$ cat src/rtl/ram_arb_pkg.sv
// Shared types and helpers for the dual-port RAM arbiter.
package ram_arb_pkg;

    // Width of a requester index; at least one bit so a single-bit field is never zero-wide.
    function automatic int id_width(input int n);
        return (n > 1) ? $clog2(n) : 1;
    endfunction

    // Largest requester count the pending-read id field can name.
    localparam int MAX_NUM_REQ = 16;
    localparam int ID_W        = id_width(MAX_NUM_REQ);

    // One in-flight read on a RAM port: which requester gets ram_q next cycle.
    typedef struct packed {
        logic            vld;
        logic [ID_W-1:0] id;
    } rd_pend_t;

    // RAM port selector, also used to index the per-port pending-read registers.
    typedef enum logic {
        PORT_A = 1'b0,
        PORT_B = 1'b1
    } ram_port_e;

endpackage

$ cat src/rtl/ram_arb_pick.sv
// Rotating-priority picker: first requester at or after rr_ptr that is valid and not excluded.
module ram_arb_pick #(
    parameter int N  = 4,
    parameter int IW = 2
) (
    input  logic [N-1:0]  valid,
    input  logic [IW-1:0] rr_ptr,
    input  logic [N-1:0]  excl,
    output logic [N-1:0]  gnt_oh,
    output logic [IW-1:0] gnt_idx,
    output logic          gnt_any
);

    // Scan rr_ptr, rr_ptr+1, ... (mod N) and stop at the first eligible requester.
    always_comb begin
        int idx;
        // NOTE: every output gets a default before the loop; a path that leaves one unassigned would infer a latch.
        gnt_oh  = '0;
        gnt_idx = '0;
        gnt_any = 1'b0;
        idx     = 0;
        for (int k = 0; k < N; k++) begin
            idx = (int'(rr_ptr) + k) % N;
            if (!gnt_any && valid[IW'(idx)] && !excl[IW'(idx)]) begin
                gnt_any             = 1'b1;
                gnt_oh[IW'(idx)]    = 1'b1;
                gnt_idx             = IW'(idx);
            end
        end
    end

endmodule

$ cat src/rtl/ram_port_arbiter.sv
// Shares both ports of a synchronous-read dual-port RAM among NUM_REQ requesters,
// granting up to two per cycle round-robin and routing read data back by requester id.
module ram_port_arbiter
    import ram_arb_pkg::*;
#(
    parameter int DATA_WIDTH = 32,
    parameter int ADDR_WIDTH = 10,
    parameter int NUM_REQ    = 4
) (
    input  logic                            clock,
    input  logic                            rst_n,
    input  logic [NUM_REQ-1:0]              req_valid,
    input  logic [NUM_REQ-1:0]              req_wr,
    input  logic [NUM_REQ*ADDR_WIDTH-1:0]   req_addr,
    input  logic [NUM_REQ*DATA_WIDTH-1:0]   req_wdata,
    output logic [NUM_REQ-1:0]              req_ready,
    output logic [NUM_REQ-1:0]              rsp_valid,
    output logic [NUM_REQ*DATA_WIDTH-1:0]   rsp_rdata,
    output logic [ADDR_WIDTH-1:0]           ram_address_a,
    output logic [ADDR_WIDTH-1:0]           ram_address_b,
    output logic [DATA_WIDTH-1:0]           ram_data_a,
    output logic [DATA_WIDTH-1:0]           ram_data_b,
    output logic                            ram_wren_a,
    output logic                            ram_wren_b,
    input  logic [DATA_WIDTH-1:0]           ram_q_a,
    input  logic [DATA_WIDTH-1:0]           ram_q_b
);

    localparam int IW = id_width(NUM_REQ);

    logic [NUM_REQ-1:0][ADDR_WIDTH-1:0] addr_v;
    logic [NUM_REQ-1:0][DATA_WIDTH-1:0] wdata_v;
    assign addr_v  = req_addr;
    assign wdata_v = req_wdata;

    logic [IW-1:0]                      rr_ptr_q, rr_ptr_d;
    rd_pend_t                           pend_q [2];
    rd_pend_t                           pend_d [2];
    logic [NUM_REQ-1:0][DATA_WIDTH-1:0] rdata_q, rdata_d;

    logic [NUM_REQ-1:0] no_excl, excl_b;
    logic [NUM_REQ-1:0] a_oh, b_oh;
    logic [IW-1:0]      a_idx, b_idx;
    logic               a_any, b_any;
    logic               gnt_a, gnt_b;

    assign no_excl = '0;

    ram_arb_pick #(.N(NUM_REQ), .IW(IW)) u_pick_a (
        .valid   (req_valid),
        .rr_ptr  (rr_ptr_q),
        .excl    (no_excl),
        .gnt_oh  (a_oh),
        .gnt_idx (a_idx),
        .gnt_any (a_any)
    );

    // Port B may not take the port-A requester nor anyone colliding with it on a write.
    always_comb begin
        excl_b = a_oh;
        for (int i = 0; i < NUM_REQ; i++) begin
            if (a_any && (addr_v[i] == addr_v[a_idx]) && (req_wr[i] || req_wr[a_idx]))
                excl_b[i] = 1'b1;
        end
    end

    ram_arb_pick #(.N(NUM_REQ), .IW(IW)) u_pick_b (
        .valid   (req_valid),
        .rr_ptr  (rr_ptr_q),
        .excl    (excl_b),
        .gnt_oh  (b_oh),
        .gnt_idx (b_idx),
        .gnt_any (b_any)
    );

    // Nothing is granted while reset is held, so the RAM pins stay quiet.
    assign gnt_a     = a_any && rst_n;
    assign gnt_b     = b_any && rst_n;
    assign req_ready = rst_n ? (a_oh | b_oh) : '0;

    // Drive the RAM pins from the granted requester; idle ports are all-zero.
    always_comb begin
        ram_address_a = '0;
        ram_data_a    = '0;
        ram_wren_a    = 1'b0;
        ram_address_b = '0;
        ram_data_b    = '0;
        ram_wren_b    = 1'b0;
        if (gnt_a) begin
            ram_address_a = addr_v[a_idx];
            ram_wren_a    = req_wr[a_idx];
            if (req_wr[a_idx]) ram_data_a = wdata_v[a_idx];
        end
        if (gnt_b) begin
            ram_address_b = addr_v[b_idx];
            ram_wren_b    = req_wr[b_idx];
            if (req_wr[b_idx]) ram_data_b = wdata_v[b_idx];
        end
    end

    // Next pointer sits just past the last requester granted in scan order; record reads in flight.
    always_comb begin
        rr_ptr_d = rr_ptr_q;
        if (gnt_b)
            rr_ptr_d = IW'((int'(b_idx) + 1) % NUM_REQ);
        else if (gnt_a)
            rr_ptr_d = IW'((int'(a_idx) + 1) % NUM_REQ);
        pend_d[PORT_A] = '{vld: gnt_a && !req_wr[a_idx], id: ID_W'(a_idx)};
        pend_d[PORT_B] = '{vld: gnt_b && !req_wr[b_idx], id: ID_W'(b_idx)};
    end

    // Route ram_q to the requester that issued the read; other lanes keep their last value.
    always_comb begin
        rsp_valid = '0;
        rdata_d   = rdata_q;
        for (int i = 0; i < NUM_REQ; i++) begin
            if (pend_q[PORT_A].vld && (pend_q[PORT_A].id == ID_W'(i))) begin
                rsp_valid[i] = 1'b1;
                rdata_d[i]   = ram_q_a;
            end
            if (pend_q[PORT_B].vld && (pend_q[PORT_B].id == ID_W'(i))) begin
                rsp_valid[i] = 1'b1;
                rdata_d[i]   = ram_q_b;
            end
        end
    end

    assign rsp_rdata = rdata_d;

    // State registers; reset drops any read that was in flight.
    always_ff @(posedge clock or negedge rst_n) begin
        if (!rst_n) begin
            // NOTE: the RAM array lives outside this block and keeps its contents; only the
            // arbiter's own small state and held response lanes are cleared here.
            rr_ptr_q       <= '0;
            pend_q[PORT_A] <= '0;
            pend_q[PORT_B] <= '0;
            rdata_q        <= '0;
        end else begin
            // NOTE: non-blocking assignments so every flop samples the pre-edge values.
            rr_ptr_q       <= rr_ptr_d;
            pend_q[PORT_A] <= pend_d[PORT_A];
            pend_q[PORT_B] <= pend_d[PORT_B];
            rdata_q        <= rdata_d;
        end
    end

endmodule

$ cat config.mk
export PLATFORM = sky130hd
export DESIGN_NAME = ram_port_arbiter
export DESIGN_NICKNAME = d
export VERILOG_FILES = /design/src/rtl/ram_arb_pkg.sv /design/src/rtl/ram_arb_pick.sv /design/src/rtl/ram_port_arbiter.sv
export SDC_FILE = /design/constraint.sdc
export NUM_CORES = 1
export LEC_CHECK = 0
export BUFFER_PORTS_ARGS = -buffer_cell sky130_fd_sc_hd__buf_2
export CORE_MARGIN = 2
export CORE_UTILIZATION = 36
export DETAILED_ROUTE_END_ITERATION = 7
export PLACE_DENSITY = 0.65
export SYNTH_ARGS = -nofsm -noshare
export SYNTH_HDL_FRONTEND = slang
export SYNTH_HIERARCHICAL = 1
export SYNTH_SLANG_ARGS = --single-unit
$ cat constraint.sdc
create_clock -name clock -period 5.85 [get_ports clock]
set_input_delay 0.585 -clock clock [delete_from_list [all_inputs] [get_ports clock]]
set_output_delay 0.585 -clock clock [all_outputs]
set_load 0.01 [all_outputs]
==> Word-level counts from Yosys, hierarchy flattened <==
Cells that the tools add are included.
{ "op_classes": {"add_sub_neg": 5, "mul": 0, "div": 0, "magnitude_cmp": 10, "n_eq_ne": 10, "shifts": 0, "mux": 111, "n_bitwise": 7, "reduce_logical": 61} }
{ "ops": {"columns": ["op", "count"], "rows": [
  ["$mux W32", 14],
  ["$bmux W32 S2", 2],
  ["$mux W1", 52],
  ["$bmux W10 S2", 2],
  ["$eq A10 B10 Y1", 4],
  ["$mux W10", 4],
  ["$logic_and A1 B1 Y1", 38],
  ["$mux W4", 9],
  ["$bmux W1 S2", 14],
  ["$or A4 B4 Y4", 7],
  ["$mux W2", 10],
  ["$logic_not A1 Y1", 16],
  ["$lt A2 B4 Y1 const B", 4],
  ["$demux W1 S2", 4],
  ["$eq A2 B2 Y1 const B", 4],
  ["$ge A2 B1 Y1 const B", 4],
  ["$logic_not A4 Y1", 2],
  ["$add A2 B1 Y2 const B", 3],
  ["$lt A2 B3 Y1 const B", 2],
  ["$add A2 B2 Y2 const B", 2],
  ["$eq A2 B1 Y1 const B", 2],
  ["$logic_or A1 B1 Y1", 4],
  ["$reduce_bool A2 Y1", 1]
]} }
{ "totals": {"register_bits": 136, "latch_bits": 0, "ram_bits": 0, "romBits": 0, "input_bits": 242, "n_memories": 0} }

==> Longest topological paths before layout <==
{ "depth": {"ltp_word": 46, "ltp_mapped": 28} }

==> Hierarchy <==
The synthesis kept the hierarchy.
{ "modules_own_cells": {"columns": ["mod", "n_inst", "cells_per_inst", "area_each_um2", "seq_area_each_um2"], "rows": [
  ["ram_port_arbiter", 1, 967, 10068.4, 3403.3],
  ["ram_arb_pick", 2, 75, 571.8, 0.0]
]} }

==> Least setup slack after synthesis <==
OpenSTA, ideal clock, no wires.
{ "synth_timing": {"kind": "register to output", "start": "reg rr_ptr_q[0]", "end": "out ram_data_b[10]", "t_arrival_ns": 5.623, "t_required_ns": 5.265, "path_slack_ns": -0.358, "stages_incl_launch_ff": 26, "n_path_buf": 8, "path_cell_list": "dfrtp_1 inv_1 ha_1 buf_6 mux4_2 nor2_1 or3_1 o22a_1 buf_6 buf_8 buf_6 buf_2 nor2_1 o31ai_1 a211oi_1 a31o_1 nand2b_1 clkbuf_2 mux4_2 nor2_1 or3_1 o22a_1 buf_2 buf_2 mux4_2 nor2b_1"} }
{ "synth_between": {"elab_chain_len": 46} }
{ "synth_rtl": {"columns": ["item", "line_no", "source"], "rows": [
  ["from (decl)", "ram_port_arbiter.sv:36", "logic [IW-1:0] rr_ptr_q, rr_ptr_d;"],
  ["from (signal assigned)", "ram_port_arbiter.sv:141", "rr_ptr_q <= rr_ptr_d;"],
  ["$bmux W1 S2", "ram_arb_pick.sv:24", "if (!gnt_any && valid[IW'(idx)] && !excl[IW'(idx)]) begin"],
  ["$mux W1 (implied by the code) (2 in a row)", "ram_arb_pick.sv:24", null],
  ["$logic_not A1 Y1", "ram_arb_pick.sv:24", null],
  ["$logic_and A1 B1 Y1", "ram_arb_pick.sv:24", null],
  ["$mux W1", "ram_arb_pick.sv:24", null],
  ["$logic_not A1 Y1", "ram_arb_pick.sv:24", null],
  ["$logic_and A1 B1 Y1 (2 in a row)", "ram_arb_pick.sv:24", null],
  ["$mux W1", "ram_arb_pick.sv:24", null],
  ["[8 not listed]", null, null],
  ["named net a_idx[0]", "ram_port_arbiter.sv:43", "logic [IW-1:0] a_idx, b_idx;"],
  ["[6 not listed]", null, null],
  ["named net excl_b[0]", "ram_port_arbiter.sv:41", "logic [NUM_REQ-1:0] no_excl, excl_b;"],
  ["[14 not listed]", null, null],
  ["$logic_not A1 Y1", "ram_arb_pick.sv:24", null],
  ["$logic_and A1 B1 Y1 (2 in a row)", "ram_arb_pick.sv:24", null],
  ["$mux W2 *", "ram_arb_pick.sv:24", null],
  ["named net b_idx[0]", "ram_port_arbiter.sv:43", null],
  ["$bmux W32 S2 or $bmux W1 S2 (tied branches)", "ram_port_arbiter.sv:97", "if (req_wr[b_idx]) ram_data_b = wdata_v[b_idx];"],
  ["$mux W32 (implied by the code) or $mux W1 (tied branches)", "ram_port_arbiter.sv:97", null],
  ["$mux W32 *", "ram_port_arbiter.sv:97", null],
  ["$mux W32 *", "ram_port_arbiter.sv:94", "if (gnt_b) begin"],
  ["to (decl)", "ram_port_arbiter.sv:22", "output logic [DATA_WIDTH-1:0] ram_data_b,"]
]} }
The timed path passes the listed nets; every way through them passes the cells marked *. The select of a mux whose other input is x is not followed.

==> Worst setup path in the final report <==
{ "layout_timing": {"start": "reg rr_ptr_q[1]", "end": "out ram_address_b[5]"} }
{ "layout_between": {"elab_chain_len": 45} }
{ "layout_rtl": {"columns": ["item", "line_no", "source"], "rows": [
  ["$bmux W1 S2", "ram_arb_pick.sv:24", null],
  ["$mux W1 (implied by the code) (2 in a row)", "ram_arb_pick.sv:24", null],
  ["$logic_not A1 Y1", "ram_arb_pick.sv:24", null],
  ["$logic_and A1 B1 Y1", "ram_arb_pick.sv:24", null],
  ["$mux W1", "ram_arb_pick.sv:24", null],
  ["$logic_not A1 Y1", "ram_arb_pick.sv:24", null],
  ["$logic_and A1 B1 Y1 (2 in a row)", "ram_arb_pick.sv:24", null],
  ["$mux W1", "ram_arb_pick.sv:24", null],
  ["[8 not listed]", null, null],
  ["named net a_idx[0]", "ram_port_arbiter.sv:43", null],
  ["[6 not listed]", null, null],
  ["named net excl_b[3]", "ram_port_arbiter.sv:41", null],
  ["[13 not listed]", null, null],
  ["$mux W1", "ram_arb_pick.sv:24", null],
  ["$logic_not A1 Y1", "ram_arb_pick.sv:24", null],
  ["$logic_and A1 B1 Y1 (2 in a row)", "ram_arb_pick.sv:24", null],
  ["$mux W2 *", "ram_arb_pick.sv:24", null],
  ["named net b_idx[0]", "ram_port_arbiter.sv:43", null],
  ["$bmux W10 S2 *", "ram_port_arbiter.sv:95", "ram_address_b = addr_v[b_idx];"],
  ["$mux W10 (implied by the code) *", "ram_port_arbiter.sv:95", null],
  ["$mux W10 *", "ram_port_arbiter.sv:94", null],
  ["to (decl)", "ram_port_arbiter.sv:20", "output logic [ADDR_WIDTH-1:0] ram_address_b,"]
]} }
Marks and branches as above.

==> impl_metrics.toml <==
[logic_synthesis]
synth_seq_cells = 136
synth_top_cell_by_area = "dfrtp_1"
synth_ff_type = "dfrtp_1"
avgSynthCellArea_sq_um = 10.04
yosysWarningCount = 6
synth_cells = 1117
synth_fa_ha_area_share_pct = 1.786
muxShareOfSynthArea_pct = 31.08
synth-compound-area-share_pct = 10.98
synth_common_cells = "nand2_1, mux2i_1, o21ai_0, dfrtp_1, mux4_2"
async_reset_ff_share_pct = 100.0
synth_top_family_by_area = "multiplexers"
synth_top_area_share_pct = 30.35
seq_area_frac_synth_pct = 30.35
synth_area_sq_mm = 0.01121
ys_top_cells_by_area = "dfrtp_1, mux4_2, mux2i_1"
synthXorXnorAreaFrac_pct = 5.312
synth_most_common_cell = "nand2_1"
synth_cell_type_count = 59
yosys.area_share.simple_pct = 15.69
synth_edf_count = 0

[clock_tree]
numCtsBuffers = 17
root_buffer = "clkbuf_16"
cts_tree = "built"
cts_buffer_depth = 2
path_clk_slew_ps = 60
cts_htree_levels = 4
clk_latency_ps = 430
cts_sinks = 136

[timing]
finalSetupViolCount = 45
fin_crit_ps = 6175
setup_tns_ps = -11650
fin_ws_ps = -324.7
final_hold_viol_count = 0
maxSlewHeadroom_pct = 45.09
finalCritPeriodShare_pct = 105.6
worstMarginPinSlew_ps = 823.6
slew_viol_final = 0
max_freq_ghz = 0.1620
skew_ps = 9.959
rsz0062_at_grt = "true"

[critical_path]
worstSetupPathType = "reg2out"
crit_path_end_kind = "output port"
r2r_slack_ps = 820
rr_startpoint = "rr_ptr_q[1]$_DFFE_PN0P_"
critical_path.startpoint = "rr_ptr_q[1]$_DFFE_PN0P_"
slowest_stage = "mux4_2"
arrival_ps = 5590
crit_path_max_fanout = 7
max_stage_delay_ps = 530
path_cells = "inv_2 > ha_4 > mux4_2 > nor2_2 > or3_1 > o22a_4 > buf_8 > mux2i_4 > xor2_1 > nand3_1 > o32a_1 > o21bai_2 > nand2b_4 > mux4_2 > nor2_2 > or3_4 > o22a_4 > buf_12 > buf_12 > buf_12 > mux4_2 > nor2b_1 > buf_2"
crit_path_start_kind = "flip-flop"
reg2reg_depth = 22
critPathRequiredTime_ps = 5270
reg2reg_to = "rr_ptr_q[1]$_DFFE_PN0P_"

[global_route]
antenna_found_initial = 16
gr-total-overflow = 0
grt_pass1_vias = 11400
grt_pass1_wl_mm = 70.73
track_usage_pct = 28.21
grt_max_degree = 66

[pwr]
powerDensity_mw_per_mm2 = 659.6
p_leak_nw = 7.618
peakVddDrop_v = 0.0004593

[die]
die_height_microns = 180.5
die_w_microns = 180.5
placementRows = 64
initial_core_util_pct = 36.65
core-area_sq_mm = 0.03059
ios = 464
dieArea_sq_mm = 0.03257

[job]
drv_cap = 0

[detailed_routing]
drc = 0
drtPass1Iterations = 5
ant_nets = 0
drt_iter0_drc = 746
wire_per_inst_microns = 23.25
via_count = 11300
vias_per_cell = 5.586
drt-total-wl_mm = 47.02

[placed_design]
dp_slack_ps = -52.65
gp_congestion = 1.027
placedCellCount = 1969
io_buffers = 463
dpl.hpwl_mm = 35.32
place_area_sq_mm = 0.01453

[final_layout]
fin_cells = 2022
fin_util_pct = 51.72
fin_area_sq_mm = 0.01582
area_growth_syn_to_layout_pct = 41.10
finalNetCount = 1866
fillers = 2815
layout-drive-gt1-share_pct = 48.24

[status]
violations = "setup timing"
status = "complete, but fails checks"

[worst_hold_path]
hold_class = "in2async"
power by group:
part | switching (W) | internal (W)
Clock | 0.000452 | 0.000663
Sequential | 0.000143 | 0.00142
Combinational | 0.00383 | 0.00393
through the flow:
step | hold WS (ps) | power, W
after floorplan | 289.4 | 0.006008
final | 14.42 | 0.01044
after global routing | 15.64 | 0.01105
after global placement | 464.1 | 0.008382
after CTS | 7.890 | 0.01031
after detailed placement | 465.3 | 0.008465
cell type report:
type,count,area [sq um],share of cell area (%)
clock buffer,19,452.9,2.863
tap,396,495.5,3.132
antenna,5,12.51,0.07909
clock inverter,13,157.7,0.9965
timing repair buffer,567,3460,21.87
sequential,136,3406,21.53
inverter,9,33.78,0.2135
multi-input combinational,877,7802,49.32
state kept, by name, summed over array words and instances, names as in the netlist:
name / count
pend_q: 6
rdata_q: 128
rr_ptr_q: 2
cells by family (layout without fill, tap and decap cells):
kind of cell / count (synthesis) / count (layout)
other: 1 / 14
XOR/XNOR: 68 / 68
AND/OR/NAND/NOR: 341 / 341
AO/OA/AOI/OAI: 207 / 207
multiplexers: 236 / 236
flip-flops: 136 / 136
adder cells (fa/ha/maj): 16 / 16
buffers and inverters: 112 / 608
worst max-delay path by stage:
stage | cells after the start | slack (ps) | endpoint
detailed placement | 24 | -50 | ram_data_b[14]
global route | 23 | -520 | ram_address_b[2]
global placement | 24 | -30 | ram_data_b[14]
floorplan | 25 | 7 | ram_wren_b
finish | 23 | -320 | ram_address_b[5]
CTS | 23 | -320 | ram_address_b[5]
cell usage in the layout (no fill, tap or decap), types with 6 or more instances in the layout:
master / netlist / final
mux2i_1: 144 / 133
o21a_1: 8 / 8
xnor2_1: 38 / 38
a221o_1: 12 / 12
nand2b_1: 11 / 9
mux2i_4: 0 / 8
nand2_1: 147 / 146
mux4_2: 89 / 89
o21ai_0: 138 / 136
buf_6: 8 / 35
nor2_1: 16 / 13
nor3_1: 13 / 13
nand4_1: 7 / 7
inv_1: 9 / 6
nor2b_4: 6 / 31
nor2b_1: 86 / 53
buf_12: 0 / 10
buf_2: 31 / 438
o211ai_1: 7 / 7
a21oi_1: 15 / 13
buf_4: 0 / 80
dfrtp_1: 136 / 134
xor2_1: 30 / 29
clkbuf_16: 0 / 17
conb_1: 1 / 9
ha_1: 16 / 15
nor2b_2: 0 / 8
nand3_1: 23 / 21
routing by layer:
metal  global-route usage, %  share of wire (%)
met5                       0               0.17
met4                   10.29                3.4
met3                   6.508                8.7
met2                   46.53                 47
met1                   36.22                 40
worst max-delay path: cells and delay by family (launching register included):
kind                       cells  cell delay, ps
AOI/OAI and AO/OA              4            1000
DFF                            1             380
xor gates and xnor gates       1             180
buffers and inverters          6             790
and+or+nand+nor                7            1080
muxes                          4            1450
adders and majority gates      1             260
repair_timing:
action                                  4_1_cts  5_1_grt
setup buffers                                16        2
hold buffers                                  0        0
endpoints found under the setup margin       45       47
gates resized for setup                      83       26
pin swaps                                    15       20
gates cloned                                  1        0
No activity file was read; power rests on OpenSTA's default activity.
